==> src/rtl/hamming74_serial_rx.sv <==
// Bit-serial Hamming(7,4) receiver: deframes start/7 bits/stop, corrects
// single-bit errors and presents the data nibble on a valid/ready output.
module hamming74_serial_rx (
    input  logic       clk,
    input  logic       rst_n,
    input  logic       sample_en,
    input  logic       rx_bit,
    output logic [3:0] data_out,
    output logic       out_valid,
    input  logic       out_ready,
    output logic [2:0] syndrome,
    output logic       err_corrected,
    output logic [7:0] err_count,
    output logic       frame_err,
    output logic       overrun
);

    typedef enum logic [1:0] {
        IDLE,
        SHIFT,
        STOP,
        DECODE
    } state_t;

    state_t      state;
    state_t      state_next;
    logic [2:0]  bit_cnt;
    logic [6:0]  shift_reg;
    logic [2:0]  syn_calc;
    logic [3:0]  data_flip;
    logic [3:0]  data_fixed;
    logic        handshake;
    logic        load;

    // Syndrome over the received codeword; cw[6:3] are the data bits.
    always_comb begin
        syn_calc[2] = shift_reg[2] ^ shift_reg[5] ^ shift_reg[4] ^ shift_reg[3];
        syn_calc[1] = shift_reg[1] ^ shift_reg[6] ^ shift_reg[4] ^ shift_reg[3];
        syn_calc[0] = shift_reg[0] ^ shift_reg[6] ^ shift_reg[5] ^ shift_reg[3];
    end

    // Only data-bit positions matter for the output; parity-bit syndromes
    // leave the nibble untouched.
    always_comb begin
        data_flip = '0;
        case (syn_calc)
            3'b011:  data_flip = 4'b1000;
            3'b101:  data_flip = 4'b0100;
            3'b110:  data_flip = 4'b0010;
            3'b111:  data_flip = 4'b0001;
            default: data_flip = '0;
        endcase
        data_fixed = shift_reg[6:3] ^ data_flip;
    end

    always_comb begin
        handshake = out_valid & out_ready;
        load      = (state == DECODE) & (~out_valid | out_ready);
    end

    always_comb begin
        state_next = state;
        case (state)
            IDLE: begin
                if (sample_en && !rx_bit) begin
                    state_next = SHIFT;
                end
            end
            SHIFT: begin
                if (sample_en && (bit_cnt == 3'd6)) begin
                    state_next = STOP;
                end
            end
            STOP: begin
                if (sample_en) begin
                    state_next = rx_bit ? DECODE : IDLE;
                end
            end
            DECODE: begin
                state_next = IDLE;
            end
            default: begin
                state_next = IDLE;
            end
        endcase
    end

    always_ff @(posedge clk or negedge rst_n) begin
        if (!rst_n) begin
            state <= IDLE;
        end else begin
            state <= state_next;
        end
    end

    always_ff @(posedge clk or negedge rst_n) begin
        if (!rst_n) begin
            bit_cnt   <= '0;
            shift_reg <= '0;
        end else if (state == IDLE && sample_en && !rx_bit) begin
            bit_cnt <= '0;
        end else if (state == SHIFT && sample_en) begin
            shift_reg <= {shift_reg[5:0], rx_bit};
            bit_cnt   <= bit_cnt + 3'd1;
        end
    end

    // A load in the handshake cycle keeps out_valid high with the new word.
    always_ff @(posedge clk or negedge rst_n) begin
        if (!rst_n) begin
            data_out      <= '0;
            syndrome      <= '0;
            err_corrected <= 1'b0;
            err_count     <= '0;
            out_valid     <= 1'b0;
        end else if (load) begin
            data_out      <= data_fixed;
            syndrome      <= syn_calc;
            err_corrected <= |syn_calc;
            out_valid     <= 1'b1;
            if ((|syn_calc) && (err_count != 8'hFF)) begin
                err_count <= err_count + 8'd1;
            end
        end else if (handshake) begin
            out_valid <= 1'b0;
        end
    end

    always_ff @(posedge clk or negedge rst_n) begin
        if (!rst_n) begin
            frame_err <= 1'b0;
            overrun   <= 1'b0;
        end else begin
            if (state == STOP && sample_en && !rx_bit) begin
                frame_err <= 1'b1;
            end
            if (state == DECODE && !load) begin
                overrun <= 1'b1;
            end
        end
    end

endmodule

==> config.mk <==
export PLATFORM = sky130hd
export DESIGN_NAME = hamming74_serial_rx
export DESIGN_NICKNAME = d
export VERILOG_FILES = /design/src/rtl/hamming74_serial_rx.sv
export SDC_FILE = /design/constraint.sdc
export NUM_CORES = 1
export LEC_CHECK = 0
export CAP_MARGIN = 5
export CORE_ASPECT_RATIO = 1.75
export CORE_MARGIN = 5
export CORE_UTILIZATION = 35
export CTS_BUF_LIST = sky130_fd_sc_hd__clkbuf_4
export CTS_CLUSTER_DIAMETER = 50
export DETAILED_ROUTE_END_ITERATION = 6
export SETUP_SLACK_MARGIN = 0.05
export SLEW_MARGIN = 10
export SYNTH_ARGS = -nofsm -noshare
export SYNTH_HDL_FRONTEND = slang
export SYNTH_SLANG_ARGS = --single-unit
export TNS_END_PERCENT = 50
==> constraint.sdc <==
create_clock -name clk -period 4.5 [get_ports clk]
set_input_delay 0.9 -clock clk [delete_from_list [all_inputs] [get_ports clk]]
set_output_delay 0.9 -clock clk [all_outputs]
set_load 0.01 [all_outputs]
==> results of run 1 <==
==> stage by stage <==
stage               power (W)  cells
global route          0.00145    213
detailed placement    0.00119    205
global placement      0.00116    205
CTS                   0.00136    213
floorplan            0.000962    134
finish                0.00133    213
==> final cells by class <==
| class | count | area [sq um] |
|---|---|---|
| clock buffer | 7 | 52.6 |
| clock inverter | 1 | 5.00 |
| fill | 427 | 2280 |
| multi-input combinational | 95 | 673 |
| tap | 49 | 61.3 |
| sequential | 31 | 776 |
| inverter | 5 | 18.8 |
| timing repair buffer | 25 | 245 |
==> worst max-delay path, cell delays in order <==
cell	delay, ns
clkdlybuf4s50_1	0.44
nand2b_1	0.12
nor2b_1	0.15
buf_4	0.21
o21ai_0	0.22
nor2_2	0.21
mux2_4	0.32
==> path summary, 6_finish.rpt <==
path | end | slack [ns] | depth (start not counted)
max reg2reg | err_count[1]$_DFFE_PN0P_ | 2.58 | 5
min in group asynchronous | err_count[3]$_DFFE_PN0P_ | 0.95 | 2
min | overrun$_DFFE_PN0P_ | 0.48 | 1
min reg2reg | overrun$_DFFE_PN0P_ | 0.48 | 1
max | err_count[1]$_DFFE_PN0P_ | 2.16 | 7
max in group asynchronous | data_out[3]$_DFFE_PN0P_ | 3.25 | 2
==> per-layer routing <==
layer / wire length [um] / share of wire [%] / up-vias / track usage, %
met4: 69 / 2.5 / 0 / 6.43
met1: 1070 / 39 / 505 / 11.6
met2: 1470 / 53 / 24 / 20.8
li1: - / - / 528 / -
met5: 0 / 0 / - / 0
met3: 156 / 5.6 / 6 / 3.62
==> power by group through the flow <==
stage               clock network [W]  logic [W]  registers, W
finish                       0.000164   0.000679      0.000489
global route                 0.000184   0.000755      0.000508
CTS                          0.000172   0.000694      0.000490
detailed placement                  0   0.000691      0.000495
global placement                    0   0.000668      0.000491
floorplan                           0   0.000464      0.000497
==> cells by family after synthesis <==
| group | synth area share (%) |
|---|---|
| xor+xnor | 11.2 |
| flops | 52.4 |
| compound gates | 8.03 |
| fa+ha+maj | 2.54 |
| simple gates | 15.0 |
| mux | 8.71 |
| buf+inv | 2.11 |
==> layout by cell type, fill, tap and decap left out, drive strengths merged, types with 4 or more instances in the layout <==
cell	n
nor3	4
inv	5
xnor2	10
mux2	9
nor2	10
clkbuf	7
o21ai	6
dfrtp	31
a21oi	8
xor2	9
nand2	10
nand3	6
clkdlybuf4s50	23
==> results.cfg, run 1 <==
[outcome]
status = finished clean

[grt]
grt-ovfl-total = 0
grt_pass1_wl_um = 5010
grt_max_degree = 32
antenna_found_initial = 0
gr-usage-all-layers_pct = 11.6
grt_pass1_vias = 1166

[place]
io_buffers = 23
postPlaceCellArea_sq_mm = 0.00177
preCtsSetupSlack_ns = 1.79
dp_hpwl_um = 2110
routabilityCongestion = 0.802

[logic_synthesis]
netlist_instances = 134
synth_ff_type = dfrtp_1
synth_top_area_cell = dfrtp_1
yosysMostFrequentCell = dfrtp_1
synth_area_sq_mm = 0.00148
async_flop_share_pct = 100
syn_nets = 142
yosys_warnings = 0
ys_top_cells_by_count = dfrtp_1, nand2_1, xnor2_1
synth_top_area_share_pct = 52.4
ys_top_cells_by_area = dfrtp_1, xnor2_1, mux2_2, xor2_1, ha_1
synth-edff-count = 0
syn_avg_cell_area_sq_um = 11.0
yosys_register_bits = 31
ys_seq_area_share_pct = 52.4
synth_cell_types = 29

[sta]
finalHoldViolCount = 0
holdWs_ns = 0.479
finalSetupViolCount = 0
slew_headroom_pct = 66.9
slew_viol_final = 0
skew_ns = 0.00999
worst_pin_slew_ns = 0.491
rsz0062_at_grt = false
setup_tns_ns = 0
fin_crit_ns = 2.34
setup_ws_ns = 2.16
fmax_ghz = 0.427
post-route-period-util_pct = 52.0

[clock_network]
hold_buffers = 0
clock_latency_ns = 0.33
root_buffer = clkbuf_4
cts_max_path_buffers = 2
cts_setup_buffers = 0
clock_sinks = 31
cts_max_level = 2
numCtsBuffers = 5
cts_resized = 0
clk_pin_slew_worst_paths_ns = 0.10
tritoncts = done

[layout]
largest_reg_flops = 8
final_cell_area_sq_mm = 0.00183
antenna_cells = 0
nets = 171
final_util_pct = 44.6
layout-drive-gt1-share_pct = 14.6
area_delta_synth_final_pct = 23.8

[setup_path]
critPathMaxFanout = 17
cp_data_required_time_ns = 4.73
crit_start = out_ready
cp_data_arrival_time_ns = 2.57
r2r_start = shift_reg[5]$_DFFE_PN0P_
worstSetupPathType = input port to flop
crit_path_end_kind = flop
setup.worst_path.start_class = input port

[die]
die_y_um = 96.0
rows = 31
start_util_pct = 36.0
dieArea_sq_mm = 0.00568
die_x_um = 59.2
core_area_sq_mm = 0.00411
io_pins = 24

[pwr]
powerDensity_mw_per_mm2 = 727
ir_drop_uv = 348
p_sw_share_pct = 39.9
seqPwrFrac_pct = 36.7
switching_power_w = 0.000531
p_int_w = 0.000800
combinationalPowerShare_pct = 51.0
leakage_nw = 0.794
clockPowerShare_pct = 12.3

[routing]
wl_um = 2770
wl_per_cell_um = 13.0
ant_nets = 0
drt_iter0_drc = 33
firstDrtPassIters = 2
drc = 0
vias = 1063
via_per_inst = 4.99

[flow_run]
maxCapViolCount = 0

[min_path]
hp-class = flop to flop
hold_start = overrun$_DFFE_PN0P_
(Power assumes the default switching activity.)
==> run 2: changes to the inputs <==
- clock period: 4.5 -> 2 ns (I/O delays scaled with it)
==> run 2 against run 1 <==
Effect of this change: core utilization increased by 0.24 points; sequential share of layout area down 0.23 points; final cell count grew 0.47%; final area is 0.55% higher; power rose by 120%; critical path depth fell by 2; sequential power rose by 120%; first-iteration DRC count decreased by 48%; critical endpoint unchanged; largest cell class unchanged; largest power group unchanged; highest routed layer unchanged.
==> results.cfg, run 2 (synthesis gave the netlist of run 1 again) <==
[die]
die_y_um = 96.0
dieArea_sq_mm = 0.00568
io_pins = 24
rows = 31
die_x_um = 59.2
start_util_pct = 36.0
core_area_sq_mm = 0.00411

[layout]
finalNonFillerCells = 214
layout_commonest_cell = dfrtp_1
antenna_cells = 0
final_util_pct = 44.8
fill_cells = 434
largest_reg_flops = 8
layout-drive-gt1-share_pct = 14.5
layout_common_cells = dfrtp_1, clkdlybuf4s50_1, nand2_1
area_delta_synth_final_pct = 24.4
nets = 172

[pwr]
powerDensity_mw_per_mm2 = 1620
leakage_nw = 0.799
ir_drop_uv = 670

[clock_network]
cts_resized = 0
cts_max_level = 2
clock_latency_ns = 0.33
numCtsBuffers = 5
tritoncts = done
cts_max_path_buffers = 2
hold_buffers = 0
root_buffer = clkbuf_4
clk_pin_slew_worst_paths_ns = 0.10
clock_sinks = 31
cts_setup_buffers = 0

[routing]
wl_per_cell_um = 12.8
ant_nets = 0
drc = 0
firstDrtPassIters = 2
drt_iter0_drc = 17
wl_um = 2740
vias = 1063
via_per_inst = 4.97

[sta]
worst_pin_slew_ns = 0.484
post-route-period-util_pct = 93.4
fmax_ghz = 0.536
setup_tns_ns = 0
rsz0062_at_grt = false
finalHoldViolCount = 0
fin_crit_ns = 1.87
setup_ws_ns = 0.133
slew_viol_final = 0
holdWs_ns = 0.453
finalSetupViolCount = 0
skew_ns = 0.0118
slew_headroom_pct = 67.4

[grt]
grt_pass1_vias = 1041
antenna_found_initial = 0
grt_pass1_wl_um = 4490
gr-usage-all-layers_pct = 10.6
grt-ovfl-total = 0
grt_max_degree = 32

[setup_path]
r2r_slack_ns = 0.13
worstSetupPathType = flop to flop
cp_data_required_time_ns = 2.22
cp_cell_sequence = xnor2_1 -> nand3_1 -> a21oi_4 -> nor2_2 -> mux2_4
crit_path_end_kind = flop
max_stage_delay_ns = 0.45
critPathMaxFanout = 8
crit_slowest_cell = dfrtp_1
setup.worst_path.start_class = flop
cp_data_arrival_time_ns = 2.09

[place]
dp_hpwl_um = 2070
routabilityCongestion = 0.765
dp.cells = 206
io_buffers = 23
preCtsSetupSlack_ns = -0.0825

[min_path]
hp-class = input port to asynchronous set/reset pin

[outcome]
status = finished clean

[flow_run]
maxCapViolCount = 0
run 2: critical path, delay by kind of cell, from the launching register on:
family,cells,cell delay [ns]
flops,1,0.45
compound gates,1,0.31
mux,1,0.30
simple gates,2,0.29
xor+xnor,1,0.40
run 2: per-stage QoR:
step,cell area (sq um),power [W]
4_1_cts,1830,0.00302
2_1_floorplan,1480,0.00216
3_5_place_dp,1780,0.00266
5_1_grt,1840,0.00323
3_3_place_gp,1780,0.00262
6_report,1840,0.00299
run 2: final cells by class:
class / instances / area (sq um) / share of cell area (%)
inverter: 5 / 18.8 / 1.02
clock buffer: 6 / 45.0 / 2.45
sequential: 31 / 776 / 42.1
timing repair buffer: 26 / 253 / 13.7
multi-input combinational: 95 / 681 / 37.0
tap: 49 / 61.3 / 3.33
clock inverter: 2 / 7.51 / 0.408
run 2: path summary, 6_finish.rpt:
| check | to | start | cells past startpoint |
|---|---|---|---|
| hold / removal | err_count[7]$_DFFE_PN0P_ | rst_n | 2 |
| min in group clk | frame_err$_DFFE_PN0P_ | frame_err$_DFFE_PN0P_ | 1 |
| setup reg to reg | err_count[1]$_DFFE_PN0P_ | shift_reg[4]$_DFFE_PN0P_ | 5 |
| max in group asynchronous | syndrome[2]$_DFFE_PN0P_ | rst_n | 2 |
| setup / recovery | err_count[1]$_DFFE_PN0P_ | shift_reg[4]$_DFFE_PN0P_ | 5 |
| hold reg to reg | frame_err$_DFFE_PN0P_ | frame_err$_DFFE_PN0P_ | 1 |
run 2: layer usage:
layer  GRT usage (%)  vias up  routed length (um)
met5               0        -                   0
met1            10.4      510                1050
li1                -      523                   -
met3            3.36        7                 146
met4            6.24        0                  71
met2            18.9       23                1480
run 2: power by group:
part | switching, W | total, W | internal [W]
Combinational | 0.000756 | 0.00154 | 0.000785
Sequential | 0.000236 | 0.00110 | 0.000868
Clock | 0.000203 | 0.000347 | 0.000143
Total | 0.00119 | 0.00299 | 0.00180
==> run 3: changes to the inputs <==
==> constraint.sdc (replaced) <==
create_clock -name clk -period 2 [get_ports clk]
set_input_delay 0.3 -clock clk [delete_from_list [all_inputs] [get_ports clk]]
set_output_delay 0.3 -clock clk [all_outputs]
set_load 0.01 [all_outputs]
==> run 3 against run 2 <==
Effect of this change: hold slack got worse by 0.10 ns; fmax increased by 0.76%; critical endpoint unchanged; clock power decreased by 1%; core utilization decreased by 0.18 points; sequential power about the same.
==> results.cfg, run 3 (synthesis gave the netlist of run 1 again) <==
[outcome]
status = finished clean

[setup_path]
setup.worst_path.start_class = flop
critPathMaxFanout = 8
crit_path_end_kind = flop
cp_data_arrival_time_ns = 2.08
cp_data_required_time_ns = 2.22
worstSetupPathType = flop to flop

[layout]
antenna_cells = 0
multi_input_area_sq_um = 673
layout-drive-gt1-share_pct = 13.9
area_delta_synth_final_pct = 23.9
largest_reg_flops = 8
nets = 172
fill_cells = 412
layout_commonest_cell = dfrtp_1
final_util_pct = 44.6
layout_common_cells = dfrtp_1, clkdlybuf4s50_1, xnor2_1, nand2_1
seq_area_sq_um = 776

[sta]
holdWs_ns = 0.348
rsz0062_at_grt = true
skew_ns = 0.0130
fin_crit_ns = 1.85
slew_viol_final = 0
finalHoldViolCount = 0
slew_headroom_pct = 67.6
fmax_ghz = 0.540
worst_pin_slew_ns = 0.481
finalSetupViolCount = 0
post-route-period-util_pct = 92.6

[routing]
ant_nets = 0
drt_iter0_drc = 10
via_per_inst = 5.02
wl_per_cell_um = 12.4
wl_met2_um = 1430
wl_met1_um = 1050
vias = 1074
wl_um = 2660
wl_met3_um = 146
top_layer = met4
firstDrtPassIters = 3
drc = 0

[place]
routabilityCongestion = 0.763
dp_hpwl_um = 2060
io_buffers = 23

[clock_network]
hold_buffers = 0
cts_max_path_buffers = 2
tritoncts = done
cts_resized = 0
numCtsBuffers = 5
clk_pin_slew_worst_paths_ns = 0.10
root_buffer = clkbuf_4
cts_setup_buffers = 0
clock_sinks = 31
cts_max_level = 2
clock_latency_ns = 0.33

[grt]
antenna_found_initial = 0
gr-usage-all-layers_pct = 10.7
grt_max_degree = 32
grt_pass1_wl_um = 4570
grt-ovfl-total = 0
grt_pass1_vias = 1069

[pwr]
leakage_nw = 0.793
clockPowerShare_pct = 11.4
ir_drop_uv = 754
p_sw_share_pct = 39.7
p_int_w = 0.00180
seqPwrFrac_pct = 36.6
total_power_w = 0.00299
powerDensity_mw_per_mm2 = 1630
switching_power_w = 0.00119
combinationalPowerShare_pct = 52.0

[die]
die_x_um = 59.2
io_pins = 24
rows = 31
start_util_pct = 36.0
core_area_sq_mm = 0.00411
dieArea_sq_mm = 0.00568
die_y_um = 96.0

[min_path]
hp-class = input port to asynchronous set/reset pin

[flow_run]
maxCapViolCount = 0
run 3: layout make-up:
| class | instances | area share [%] |
|---|---|---|
| clock buffer | 6 | 2.46 |
| clock inverter | 2 | 0.409 |
| inverter | 5 | 1.02 |
| multi-input combinational | 95 | 36.7 |
| sequential | 31 | 42.3 |
| tap | 49 | 3.34 |
| timing repair buffer | 26 | 13.8 |
run 3: path summary, 6_finish.rpt:
check | start | endpoint | depth (start not counted) | slack [ns]
max | shift_reg[4]$_DFFE_PN0P_ | err_count[1]$_DFFE_PN0P_ | 5 | 0.15
min | rst_n | err_count[1]$_DFFE_PN0P_ | 2 | 0.35
max reg2reg | shift_reg[4]$_DFFE_PN0P_ | err_count[1]$_DFFE_PN0P_ | 5 | 0.15
min reg2reg | frame_err$_DFFE_PN0P_ | frame_err$_DFFE_PN0P_ | 1 | 0.48
max in group asynchronous | rst_n | syndrome[1]$_DFFE_PN0P_ | 2 | 1.35
min in group clk | frame_err$_DFFE_PN0P_ | frame_err$_DFFE_PN0P_ | 1 | 0.48
run 3: per-layer routing:
metal / up-vias / track usage [%]
met5: - / 0
met4: 0 / 3.97
met3: 5 / 4.03
met2: 23 / 19.4
met1: 520 / 10.7
li1: 526 / -
run 3: power groups by stage:
stage / clock network [W] / registers, W / logic, W
final: 0.000342 / 0.00109 / 0.00155
after global routing: 0.000392 / 0.00113 / 0.00173
after CTS: 0.000363 / 0.00110 / 0.00158
after detailed placement: 0 / 0.00111 / 0.00158
after global placement: 0 / 0.00110 / 0.00154
after floorplan: 0 / 0.00112 / 0.00104
run 3: metrics by stage:
stage,area (sq um),setup slack [ns],std cells,setup TNS [ns]
global placement,1780,0.0793,206,0
CTS,1830,0.133,214,0
floorplan,1480,0.234,134,0
detailed placement,1780,-0.00261,206,-0.00261
global route,1830,0.0186,214,0
finish,1830,0.147,214,0
run 3: worst max-delay path: stages, from the launching register on:
cell and delay, ns:
dfrtp_1 0.45, xnor2_1 0.23, or3_4 0.41, a21oi_4 0.27, nor2_2 0.10, mux2_4 0.31
